<file path="config.mk">
export PLATFORM = sky130hd
export DESIGN_NAME = store_buffer
export DESIGN_NICKNAME = d
export VERILOG_FILES = /design/src/rtl/store_buffer_pkg.sv /design/src/rtl/sb_fwd_match.sv /design/src/rtl/store_buffer.sv
export SDC_FILE = /design/constraint.sdc
export NUM_CORES = 1
export LEC_CHECK = 0
export CORE_ASPECT_RATIO = 2
export CORE_MARGIN = 4
export CORE_UTILIZATION = 35
export CTS_BUF_LIST = sky130_fd_sc_hd__clkbuf_4 sky130_fd_sc_hd__clkbuf_8
export DETAILED_ROUTE_END_ITERATION = 12
export GPL_ROUTABILITY_DRIVEN = 0
export SETUP_SLACK_MARGIN = 0.5
export SYNTH_ARGS = -nofsm -noshare
export SYNTH_HDL_FRONTEND = slang
export SYNTH_SLANG_ARGS = --single-unit
</file>
<file path="constraint.sdc">
create_clock -name clk -period 3.3 [get_ports clk]
set_clock_uncertainty 0.1 [all_clocks]
set_input_delay 0.66 -clock clk [delete_from_list [all_inputs] [get_ports clk]]
set_output_delay 0.66 -clock clk [all_outputs]
set_load 0.02 [all_outputs]
</file>
<file path="src/rtl/store_buffer_pkg.sv">
// store_buffer_pkg: shared types and default sizes for the posted-write store buffer.
//   SB_DEPTH / SB_AW / SB_DW : default entry count, address width, data width
//   SB_PTR_W                 : head/tail pointer width for the default depth
//   sb_entry_t               : one pending store {addr, data} at the default widths
package store_buffer_pkg;

  localparam int SB_DEPTH = 4;
  localparam int SB_AW    = 32;
  localparam int SB_DW    = 32;
  localparam int SB_PTR_W = $clog2(SB_DEPTH);

  typedef struct packed {
    logic [SB_AW-1:0] addr;
    logic [SB_DW-1:0] data;
  } sb_entry_t;

endpackage

</file>
<file path="src/rtl/sb_fwd_match.sv">
// sb_fwd_match: youngest-first address comparator over the pending stores.
//   entry_addr/entry_data : circular-buffer storage (slot-indexed)
//   head, count           : oldest slot and number of valid entries
//   cpu_addr              : load address to look up
//   hit                   : some valid entry matches cpu_addr
//   hit_data              : data of the youngest matching entry ('0 on miss)
module sb_fwd_match
  import store_buffer_pkg::*;
#(
  parameter int DEPTH = SB_DEPTH,
  parameter int AW    = SB_AW,
  parameter int DW    = SB_DW
) (
  input  logic [AW-1:0]            entry_addr [DEPTH],
  input  logic [DW-1:0]            entry_data [DEPTH],
  input  logic [$clog2(DEPTH)-1:0] head,
  input  logic [$clog2(DEPTH):0]   count,
  input  logic [AW-1:0]            cpu_addr,
  output logic                     hit,
  output logic [DW-1:0]            hit_data
);

  localparam int PW = $clog2(DEPTH);

  logic [PW-1:0] idx;

  // Walk from oldest to youngest; a later match overwrites an earlier one,
  // so the youngest matching entry wins.
  always_comb begin
    hit      = 1'b0;
    hit_data = '0;
    idx      = '0;
    for (int k = 0; k < DEPTH; k++) begin
      idx = head + PW'(k);
      if (((PW+1)'(k) < count) && (entry_addr[idx] == cpu_addr)) begin
        hit      = 1'b1;
        hit_data = entry_data[idx];
      end
    end
  end

endmodule

</file>
<file path="src/rtl/store_buffer.sv">
// store_buffer: posted-write buffer between EX/MEM and a single-port data memory.
// Stores are accepted in one cycle and drained in FIFO order on cycles the CPU
// leaves the memory port idle (or when full / flushing / hazarding). Loads go
// to memory combinationally.
//   clk, reset (async, active-low)
//   cpu_read, cpu_write, cpu_addr, cpu_wdata : CPU request
//   cpu_rdata, stall                          : load result, request-not-accepted
//   flush, empty                              : force draining, no pending stores
//   mem_addr, mem_wdata, mem_read, mem_write, mem_rdata : data memory port
// Build option: define STORE_BUF_FWD_EN to forward load data from pending
// stores; otherwise a load that hits a pending store stalls until it drains.
module store_buffer
  import store_buffer_pkg::*;
#(
  parameter int DEPTH = SB_DEPTH,
  parameter int AW    = SB_AW,
  parameter int DW    = SB_DW
) (
  input  logic          clk,
  input  logic          reset,
  input  logic          cpu_read,
  input  logic          cpu_write,
  input  logic [AW-1:0] cpu_addr,
  input  logic [DW-1:0] cpu_wdata,
  output logic [DW-1:0] cpu_rdata,
  output logic          stall,
  input  logic          flush,
  output logic          empty,
  output logic [AW-1:0] mem_addr,
  output logic [DW-1:0] mem_wdata,
  output logic          mem_read,
  output logic          mem_write,
  input  logic [DW-1:0] mem_rdata
);

  localparam int          PW       = $clog2(DEPTH);
  localparam logic [PW:0] FULL_CNT = (PW+1)'(DEPTH);

`ifdef STORE_BUF_FWD_EN
  localparam logic FWD_EN = 1'b1;
`else
  localparam logic FWD_EN = 1'b0;
`endif

  logic [AW-1:0] addr_q [DEPTH];
  logic [AW-1:0] addr_d [DEPTH];
  logic [DW-1:0] data_q [DEPTH];
  logic [DW-1:0] data_d [DEPTH];
  logic [PW-1:0] head_q, head_d;
  logic [PW-1:0] tail_q, tail_d;
  logic [PW:0]   count_q, count_d;

  logic          full;
  logic          load_req;
  logic          hit;
  logic          hazard;
  logic          drain;
  logic          enq;
  logic [DW-1:0] hit_data;

  // The comparator is always present: without forwarding its hit drives the
  // load-after-store hazard stall.
  sb_fwd_match #(
    .DEPTH (DEPTH),
    .AW    (AW),
    .DW    (DW)
  ) u_fwd_match (
    .entry_addr (addr_q),
    .entry_data (data_q),
    .head       (head_q),
    .count      (count_q),
    .cpu_addr   (cpu_addr),
    .hit        (hit),
    .hit_data   (hit_data)
  );

  always_comb begin
    full     = (count_q == FULL_CNT);
    // Read+write together is treated as a plain store.
    load_req = cpu_read & ~cpu_write;
    hazard   = load_req & hit & ~FWD_EN;
    drain    = (count_q != '0) & (full | flush | (~cpu_read & ~cpu_write) | hazard);
    // A full buffer drains its head in the same cycle, so stores never stall.
    enq      = cpu_write;

    stall     = load_req & drain;
    mem_write = drain;
    mem_read  = load_req & ~drain;
    mem_addr  = mem_read ? cpu_addr : addr_q[head_q];
    mem_wdata = data_q[head_q];
    cpu_rdata = (FWD_EN & hit) ? hit_data : mem_rdata;
    empty     = (count_q == '0);

    addr_d  = addr_q;
    data_d  = data_q;
    head_d  = head_q;
    tail_d  = tail_q;
    count_d = count_q;

    if (enq) begin
      addr_d[tail_q] = cpu_addr;
      data_d[tail_q] = cpu_wdata;
      tail_d         = tail_q + 1'b1;
    end
    if (drain) begin
      head_d = head_q + 1'b1;
    end
    case ({enq, drain})
      2'b10:   count_d = count_q + 1'b1;
      2'b01:   count_d = count_q - 1'b1;
      default: count_d = count_q;
    endcase
  end

  always_ff @(posedge clk or negedge reset) begin
    if (!reset) begin
      head_q  <= '0;
      tail_q  <= '0;
      count_q <= '0;
      for (int i = 0; i < DEPTH; i++) begin
        addr_q[i] <= '0;
        data_q[i] <= '0;
      end
    end else begin
      head_q  <= head_d;
      tail_q  <= tail_d;
      count_q <= count_d;
      addr_q  <= addr_d;
      data_q  <= data_d;
    end
  end

endmodule

</file>
Word-level counts from Yosys, hierarchy flattened
Cells that the tools add are included.
- add/subtract/negate cells: 6
- magnitude comparators: 10
- equal/unequal tests: 7
- muxes and demuxes: 25
- bitwise logic cells: 17
- reduce and logical (&&, ||, !) cells: 8
- operator list (operator ; count):
    two-way mux 32 bit ; 12
    binary-select mux 32 bit (select 2 bit) ; 5
    bitwise mux 128 bit ; 2
    equality test 32 bit ; 4
    demux 32 bit (select 2 bit) ; 1
    greater-or-equal comparator 3 bit (second input constant) ; 5
    inverter 2 -> 3 bit ; 5
    AND 1 bit ; 6
    less-than comparator 1 x 3 -> 1 bit (first input constant) ; 2
    less-than comparator 2 x 3 -> 1 bit (first input constant) ; 2
    case mux 3 bit (2 select lines) ; 1
    logical AND 1 bit ; 5
    adder 2 x 1 -> 2 bit (second input constant) ; 2
    adder 2 bit (second input constant) ; 2
    two-way mux 1 bit ; 4
    adder 3 x 1 -> 3 bit (second input constant) ; 1
    equality test 3 bit (second input constant) ; 1
    zero test 3 bit ; 1
    less-than comparator 3 x 1 -> 1 bit (second input constant) ; 1
    inverter 1 bit ; 3
    bitwise OR 1 bit ; 3
    nonzero test 3 bit ; 1
    subtractor 3 x 1 -> 3 bit (second input constant) ; 1
    equality test 2 x 1 -> 1 bit (second input constant) ; 1
    2 further kinds ; 2
- flip-flop bits (word level): 263
- input bits: 101
- output and inout bits: 100
- word-level logic and storage cells: 84

Depth between registers and ports, before layout
Gate-level depths: netlist of run 1.
- word-level depth: 16
- mapped depth: 19
- depth with buffers taken out: 12

By module
Synthesis of run 1 repeated with hierarchy kept, for this count alone.
- cells, all modules: 1794
- area, all modules: 20669.8 um^2
- by module, submodules not included (module ; times used ; cells each ; area an instance (um^2) ; sequential area each (um^2)):
    store_buffer ; 1 ; 726 ; 12046.6 ; 6581.3
    sb_fwd_match ; 1 ; 1068 ; 8623.3 ; 0.0

Worst setup path after synthesis of run 1
No wires, ideal clock.
- path kind: register -> register
- start: register head_q[1]
- end: register count_q[2]
- library setup time: 126 ps
- arrival time: 3784 ps
- required time: 3074 ps
- path slack: -710 ps
- stages on the path, launching flop included: 18
- buffers on the path: 6
- clock period less this slack: 4010 ps
- cells stage by stage: dfrtp_1 > buf_6 > buf_6 > buf_6 > buf_8 > buf_6 > mux4_2 > xnor2_1 > nand4_1 > nor4_2 > a21o_1 > buf_4 > nor3_1 > nor3b_1 > ha_1 > mux2i_1 > nor2_1 > xor2_1
- word-level cells in the longest chain between the ends: 15
- elaborated cells between the ends (all ways): 38
- classes of those cells: add/sub: 3; eq/ne: 6; mux: 17; bitwise: 7; reduce/logical: 5
- RTL lines (item ; RTL line ; source):
    start: declaration ; store_buffer.sv:49 ; logic [PW-1:0] head_q, head_d;
    start signal: assignment ; store_buffer.sv:117 ; head_q <= '0;
    start signal: assignment ; store_buffer.sv:125 ; head_q <= head_d;
    adder 2 x 1 -> 2 bit / inverter 2 -> 3 bit (equally long branches) ; sb_fwd_match.sv:34, sb_fwd_match.sv:35 ;
    inverter 2 -> 3 bit (implied by the code) / binary-select mux 32 bit (select 2 bit) (equally long branches) ; sb_fwd_match.sv:35 ; if (((PW+1)'(k) < count) && (entry_addr[idx] == cpu_addr)) begin
    binary-select mux 32 bit (select 2 bit) / two-way mux 32 bit (equally long branches) ; sb_fwd_match.sv:35 ;
    two-way mux 32 bit (implied by the code) ; sb_fwd_match.sv:35 ;
    two-way mux 32 bit (implied by the code) / equality test 32 bit (equally long branches) ; sb_fwd_match.sv:35 ;
    equality test 32 bit / logical AND 1 bit (equally long branches) ; sb_fwd_match.sv:35 ;
    logical AND 1 bit / two-way mux 1 bit (equally long branches) ; sb_fwd_match.sv:35 ;
    two-way mux 1 bit (2 in a row) ; sb_fwd_match.sv:35 ;
    two-way mux 1 bit (*) ; sb_fwd_match.sv:35 ;
    AND 1 bit (*) ; store_buffer.sv:81 ; hazard = load_req & hit & ~FWD_EN;
    bitwise OR 1 bit (*) ; store_buffer.sv:82 ; drain = (count_q != '0) & (full | flush | (~cpu_read & ~cpu_write) | hazard);
    AND 1 bit (*) ; store_buffer.sv:82 ;
    via mem_write ; store_buffer.sv:32 ; output logic mem_write,
    equality test 2 x 1 -> 1 bit / equality test 2 bit (equally long branches) ; store_buffer.sv:108 ; case ({enq, drain})
    case mux 3 bit (2 select lines) / nonzero test 2 bit (equally long branches) ; -- ;
    end signal: assignment ; store_buffer.sv:127 ; count_q <= count_d;
    end: declaration ; store_buffer.sv:51 ; logic [PW:0] count_q, count_d;
Mark *: on every way through the listed nets, which the timed path passes. The rest lies on a longest branch. The select of a mux whose other input is x is not followed.
A chain may end at the register's enable or synchronous reset.

Worst setup path in the final report of run 1
- start: register head_q[1]
- end: output port mem_addr[28]
- word-level cells in the longest chain between the ends: 16
- elaborated cells between the ends (all ways): 37
- classes of those cells: add/sub: 3; eq/ne: 4; mux: 17; bitwise: 9; reduce/logical: 4
- RTL lines (item ; RTL line ; source):
    adder 2 x 1 -> 2 bit / inverter 2 -> 3 bit (equally long branches) ; sb_fwd_match.sv:34, sb_fwd_match.sv:35, store_buffer.sv:89 ;
    inverter 2 -> 3 bit (implied by the code) / binary-select mux 32 bit (select 2 bit) (equally long branches) ; sb_fwd_match.sv:35, store_buffer.sv:89 ;
    binary-select mux 32 bit (select 2 bit) / two-way mux 32 bit (equally long branches) ; sb_fwd_match.sv:35, store_buffer.sv:89 ;
    two-way mux 32 bit, on equally long branches ; sb_fwd_match.sv:35, store_buffer.sv:89 ;
    two-way mux 32 bit (implied by the code) / equality test 32 bit (equally long branches) ; sb_fwd_match.sv:35 ;
    equality test 32 bit / logical AND 1 bit (equally long branches) ; sb_fwd_match.sv:35 ;
    logical AND 1 bit / two-way mux 1 bit (equally long branches) ; sb_fwd_match.sv:35 ;
    two-way mux 1 bit (3 in a row) ; sb_fwd_match.sv:35 ;
    AND 1 bit ; store_buffer.sv:81 ;
    bitwise OR 1 bit ; store_buffer.sv:82 ;
    AND 1 bit ; store_buffer.sv:82 ;
    inverter 1 bit ; store_buffer.sv:88 ; mem_read = load_req & ~drain;
    AND 1 bit ; store_buffer.sv:88 ;
    two-way mux 32 bit (*) ; store_buffer.sv:89 ; mem_addr = mem_read ? cpu_addr : addr_q[head_q];
    end: declaration ; store_buffer.sv:29 ; output logic [AW-1:0] mem_addr,
Every way passes the cells marked *; elsewhere a longest branch is shown, timed or not. The select of a mux whose other input is x is not followed.

==> impl_metrics.ini, run 1 <==
[sta]
worst_hold_slack_ns = 0.4000
fin_crit_sh = 1.534
finalCriticalPeriod_ns = 5.062
rsz0062_at_grt = true
setup_violations = 40
fmax_ghz = 0.1976
worst_slack_ns = -1.762
tns_ns = -63.35
maxSlewViolCount = 0
hold_viol = 0
slew_headroom = 0.4903
tightest_slew_ns = 0.7646

[synthesis]
async_flop_share = 1.000
syn_inst = 1421
synth_edf_count = 0
synth_area_sq_um = 17390
synthFlopType = dfrtp_1
syn_nets = 1531
synth_area_leaders = dfrtp_1, mux2_2, mux4_2
synth-seq-cells = 263
seq_area_frac_synth = 0.3786
yosysTopAreaCell = dfrtp_1
yosys.area.top_type_share = 0.3786
post_synth.cell_area_avg_sq_um = 12.23
synth.distinct_cells = 68
synth-warning-count = 0

[outcome]
violations = setup timing
status = complete, but fails checks

[clock_tree]
cts_tree = built
clockBufferDepth = 3
clk_pin_slew_worst_paths_ns = 0.06
cts_inserted_buffers = 40
clkSinkCount = 263
clock_latency_ns = 0.58
cts-root-buf = clkbuf_8
h-tree-depth = 2

[worst_setup_path]
r2r-end = count_q[2]
r2r-start = head_q[1]
r2r_cells = 17
cp_max_fo = 6
cp.required_ns = 2.54
start_kind = flip-flop
reg2reg_slack_ns = -1.13
cp.arrival_ns = 4.30
worstSetupPathType = reg -> out
cp-end-kind = primary output

[power]
ir_drop_uv = 743.3
power.total_mw = 29.89
power_density_nw_per_um2 = 1237
leakage_nw = 10.21

[layout]
fillers = 4423
area_delta_synth_final_pct = 39.04
layout.nets = 1991
final_common_cell = buf_4
multi_input_area_sq_um = 10270
fin_util = 0.4912
design_area_sq_um = 24170
register_area_sq_um = 6589
final_cell_mix = buf_4, dfrtp_1, mux2_2
drive_above_1_share = 0.5352

[grt]
grt_pass1_wl_mm = 91.29
grt.overflow.total = 0
met3_usage = 0.03341
first_global_vias = 15210
use_met2 = 0.4058
met1_usage = 0.2315
grt_antenna_before_repair = 1
grt_max_degree = 80
top_usage_layer = met2
grtUsageTotal = 0.2280

[placed_design]
dpl_cell_area_sq_um = 21970
port_buffers = 136
hpwl_mm = 45.96

[worst_hold_path]
whs_endpoint = data_q[59]
holdPathStages = 1
hold_path.class = reg -> reg
hp-start = data_q[59]

[route]
drt-initial-drc-count = 1048
wl_mm = 62.47
post_drt_wl_per_cell_microns = 24.52
drcViolationCount = 0
vias_per_cell = 5.681
dr.pass1.iters = 9
ant_nets = 0
via_count = 14470

[die]
die_area_sq_um = 53520
die_x_microns = 165.6
ioPinCount = 201
core-area_sq_um = 49210
num_rows = 115
initial_core_util = 0.3533
die_y_microns = 323.2

[job]
drv_cap = 0
## what timing repair did
item                                   4_1_cts  5_1_grt
gates cloned                                 3        6
hold buffers                                 1        0
setup endpoints to repair                   73       73
setup buffers                               29       21
pin swaps                                   19       28
endpoints found under the hold margin       75        0
gates resized for setup                    364      127
## where the power goes
part           total, mW  internal [mW]  switching (mW)
Combinational       21.0           11.3            9.64
Clock               2.91           1.58            1.33
Sequential          6.01           4.89            1.12
## Yosys cell counts, types with 5 or more instances
library cell and n:
nand3_1 34, mux4_2 88, nand4_1 18, buf_1 36
a222oi_1 35, dfrtp_1 263, mux4_1 6, buf_6 19
nor2_1 28, and2_1 31, buf_2 9, a221oi_1 5
clkbuf_1 59, xnor2_1 92, o22ai_1 10, o21ai_0 66
o221ai_1 6, mux2_2 246, nor3_1 5, o211ai_2 30
inv_1 10, a21oi_1 11, o2bb2ai_1 8, nand2_1 59
nor4_1 10, mux2i_1 99, buf_4 41, xor2_1 10
ha_1 9
## critical path, stage by stage (launching register included)
cell and delay, ns:
dfrtp_4 0.56, buf_12 0.18, buf_8 0.12, mux2i_4 0.21, a222oi_1 0.73, a22oi_1 0.16, or3_4 0.43, nor4_4 0.34
buf_4 0.19, a21oi_4 0.06, buf_4 0.16, buf_4 0.15, nand3_1 0.13, o211ai_4 0.11, buf_6 0.17
## stage by stage
| step | cells | setup WS, ns |
|---|---|---|
| 5_1_grt | 2548 | -1.782 |
| 2_1_floorplan | 1421 | -0.3801 |
| 4_1_cts | 2520 | -1.618 |
| 3_5_place_dp | 2422 | -1.916 |
| 3_3_place_gp | 2422 | -1.980 |
| 6_report | 2548 | -1.762 |
## logic make-up (layout without fill, tap and decap cells)
kind of cell / count (synthesis) / in the layout / share of synthesized area
other: 0 / 1 / 0
flip-flops: 263 / 263 / 0.3786
AND/OR/NAND/NOR: 210 / 210 / 0.06240
adder cells (fa/ha/maj): 9 / 9 / 0.006477
multiplexers: 441 / 441 / 0.3409
XOR/XNOR: 102 / 102 / 0.05138
AO/OA/AOI/OAI: 214 / 214 / 0.09824
buffers and inverters: 182 / 665 / 0.06204
## flip-flops by register name, indices dropped and copies added, names as in the netlist
register	count
addr_q	128
data_q	128
count_q	3
head_q	2
tail_q	2
## worst max-delay path by stage
| stage | startpoint | end | cells after the start |
|---|---|---|---|
| 3_5_place_dp | cpu_addr[16] | mem_addr[1] | 12 |
| 2_1_floorplan | head_q[1] | mem_addr[13] | 12 |
| 3_3_place_gp | cpu_addr[28] | mem_addr[1] | 13 |
| 6_report | head_q[1] | mem_addr[28] | 14 |
| 4_1_cts | head_q[0] | mem_addr[28] | 14 |
| 5_1_grt | head_q[0] | mem_addr[28] | 13 |
## metal layers
layer,part of all wire,wire (microns),vias up
met1,0.33,20550,7269
li1,-,-,6303
met4,0.10,6216,0
met5,0,0,-
met3,0.054,3363,280
met2,0.52,32340,622
## area by class of cell
class	instances	area share
inverters	12	0.002174
well taps	643	0.03328
repair buffers	588	0.2325
diodes	1	0.0001035
clock buffers	51	0.02800
multi-input cells	976	0.4247
flip-flops and latches	263	0.2726
clock inverters	14	0.006729
Note: power is estimated with default switching activity, not from simulation.
==> run 2: changes to the inputs <==
Settings changed: CORE_MARGIN 4 to 2.
==> run 2 against run 1 <==
  * Design area rose by 0.44%
  * Sequential share of layout area fell by 0.12 points
  * Global-route usage rose by 1.4 points
  * Cell count grew 0.71%
  * Via count is 0.28% lower
  * The flow still finishes with violations (setup timing)
  * Largest power group unchanged
  * Setup slack better by 0.20 ns
  * Flip-flop and latch count unchanged
==> impl_metrics.ini, run 2 (synthesis gave the netlist of run 1 again) <==
[outcome]
status = complete, but fails checks
violations = setup timing

[job]
drv_cap = 0

[worst_setup_path]
crit_path_end = mem_addr[17]
cp_max_fo = 8
r2r-start = head_q[0]
reg2reg_slack_ns = -0.78
r2r_cells = 18
cp-end-kind = primary output
cp.required_ns = 2.54
r2r-end = count_q[2]
critical-path-top-cell-by-count = buf_12
worstSetupPathType = reg -> out
start_kind = flip-flop
critPathLaunch = head_q[1]
critPathMaxStageDelay_ns = 0.53
cp.arrival_ns = 4.10
crit_slowest_cell = mux4_2
path_cells = buf_12 > buf_12 > buf_8 > mux4_2 > xnor2_2 > buf_4 > nand4_1 > nor4_4 > a21o_4 > bufbuf_16 > buf_12 > a222oi_1 > o211ai_2 > buf_6

[route]
via_count = 14430
vias_per_cell = 5.625
post_drt_wl_per_cell_microns = 24.48
drt-initial-drc-count = 1085
ant_nets = 0
wl_mm = 62.82
drcViolationCount = 0
dr.pass1.iters = 8

[layout]
final_cell_mix = buf_4, dfrtp_1, mux2_2
reg_top3 = addr_q x128, data_q x128, count_q x3
area_delta_synth_final_pct = 39.65
final_common_cell = buf_4
fin_util = 0.4948
final_cells = 2566
layout.nets = 2003
drive_above_1_share = 0.5369

[grt]
grtUsageTotal = 0.2423
grt_antenna_before_repair = 1
grt_pass1_wl_mm = 93.75
grt_max_degree = 72
grt.overflow.total = 0
first_global_vias = 15390

[sta]
rsz0062_at_grt = true
hold_viol = 0
fin_crit_sh = 1.472
setup_violations = 40
finalCriticalPeriod_ns = 4.857
maxSlewViolCount = 0
worst_slack_ns = -1.557
fmax_ghz = 0.2059
slew_headroom = 0.5477
tightest_slew_ns = 0.6736

[power]
sequentialPowerShare = 0.195
p_switching_mw = 12.13
ir_drop_uv = 631.2
combPwrFrac = 0.700
power_density_nw_per_um2 = 1251
p_sw_frac = 0.3994
leakage_nw = 10.32
pwr-share-clk = 0.105
p_int_mw = 18.24

[clock_tree]
cts-root-buf = clkbuf_8
cts_inserted_buffers = 40
clk_pin_slew_worst_paths_ns = 0.09
clkSinkCount = 263
h-tree-depth = 2
clock_latency_ns = 0.60
cts_tree = built
clockBufferDepth = 3

[die]
die_area_sq_um = 51580
core-area_sq_um = 49070
die_x_microns = 161.6
die_y_microns = 319.2
ioPinCount = 201
num_rows = 115
initial_core_util = 0.3543

[placed_design]
hpwl_mm = 46.30
dpl_worst_slack_ns = -2.019
dp_cells = 2451
port_buffers = 136

[worst_hold_path]
hold_path.class = reg -> reg
[run 2: cell types whose count changed in the layout (fill, tap and decap cells not counted), moves of 4 or more]
cell / change
buf_6: +17
nand3_1: +10
clkbuf_8: +8
buf_4: +9
buf_2: -7
o21ai_1: -7
clkdlybuf4s15_2: -4
clkbuf_16: -5
nand3_2: -10
o21ai_0: +8
[run 2: worst max-delay path, delay by kind of cell (launching register included)]
| kind | cells | cell delay, ns |
|---|---|---|
| mux | 1 | 0.53 |
| simple gates | 2 | 0.32 |
| flops | 1 | 0.46 |
| xor+xnor | 1 | 0.19 |
| buf+inv | 7 | 1.18 |
| compound gates | 3 | 0.81 |
[run 2: worst min-delay path by stage]
stage | start | endpoint | slack (ns) | depth (start not counted)
after floorplan | reset | addr_q[0] | 0.26 | 0
after global placement | data_q[57] | data_q[57] | 0.38 | 1
after detailed placement | data_q[27] | data_q[27] | 0.39 | 1
after CTS | data_q[27] | data_q[27] | 0.41 | 1
after global routing | data_q[120] | data_q[120] | 0.42 | 1
final | data_q[27] | data_q[27] | 0.40 | 1
[run 2: layout make-up]
class,count,area (sq um)
diodes,1,2.502
clock buffers,61,802.0
clock inverters,10,131.4
fillers,4361,24790
inverters,12,72.57
multi-input cells,976,10190
flip-flops and latches,263,6589
well taps,643,804.5
repair buffers,600,5688
[run 2: repair_timing]
action                                  in CTS  in global routing
pin swaps                                   40                 22
endpoints found under the setup margin      73                 73
resized for setup                          501                 41
buffers inserted                            33                  6
hold buffers                                 1                  0
gates cloned                                 2                  1
hold endpoints to repair                    39                  0
[run 2: metrics by stage]
step	hold WS, ns	TNS (ns)	total power [mW]	cell area [sq um]
2_1_floorplan	0.2644	-12.21	16.93	17580
3_3_place_gp	0.3813	-77.66	25.00	22200
3_5_place_dp	0.3895	-74.97	25.34	22200
4_1_cts	0.4052	-53.38	29.91	23980
5_1_grt	0.4197	-57.17	31.81	24280
6_report	0.4037	-54.67	30.37	24280
[run 2: per-layer routing]
| metal | global-route usage | routed length (microns) | vias to the layer above |
|---|---|---|---|
| li1 | - | - | 6321 |
| met2 | 0.4399 | 32810 | 646 |
| met3 | 0.03564 | 3595 | 254 |
| met5 | 0 | 0 | - |
| met1 | 0.2464 | 20800 | 7213 |
| met4 | 0.1847 | 5621 | 0 |
[run 2: power groups by stage]
stage	registers (mW)	logic, mW	clock network (mW)
after detailed placement	5.98	19.4	0
after floorplan	5.74	11.2	0
after CTS	5.92	20.7	3.28
after global placement	5.81	19.2	0
after global routing	6.14	22.3	3.38
final	5.93	21.3	3.19
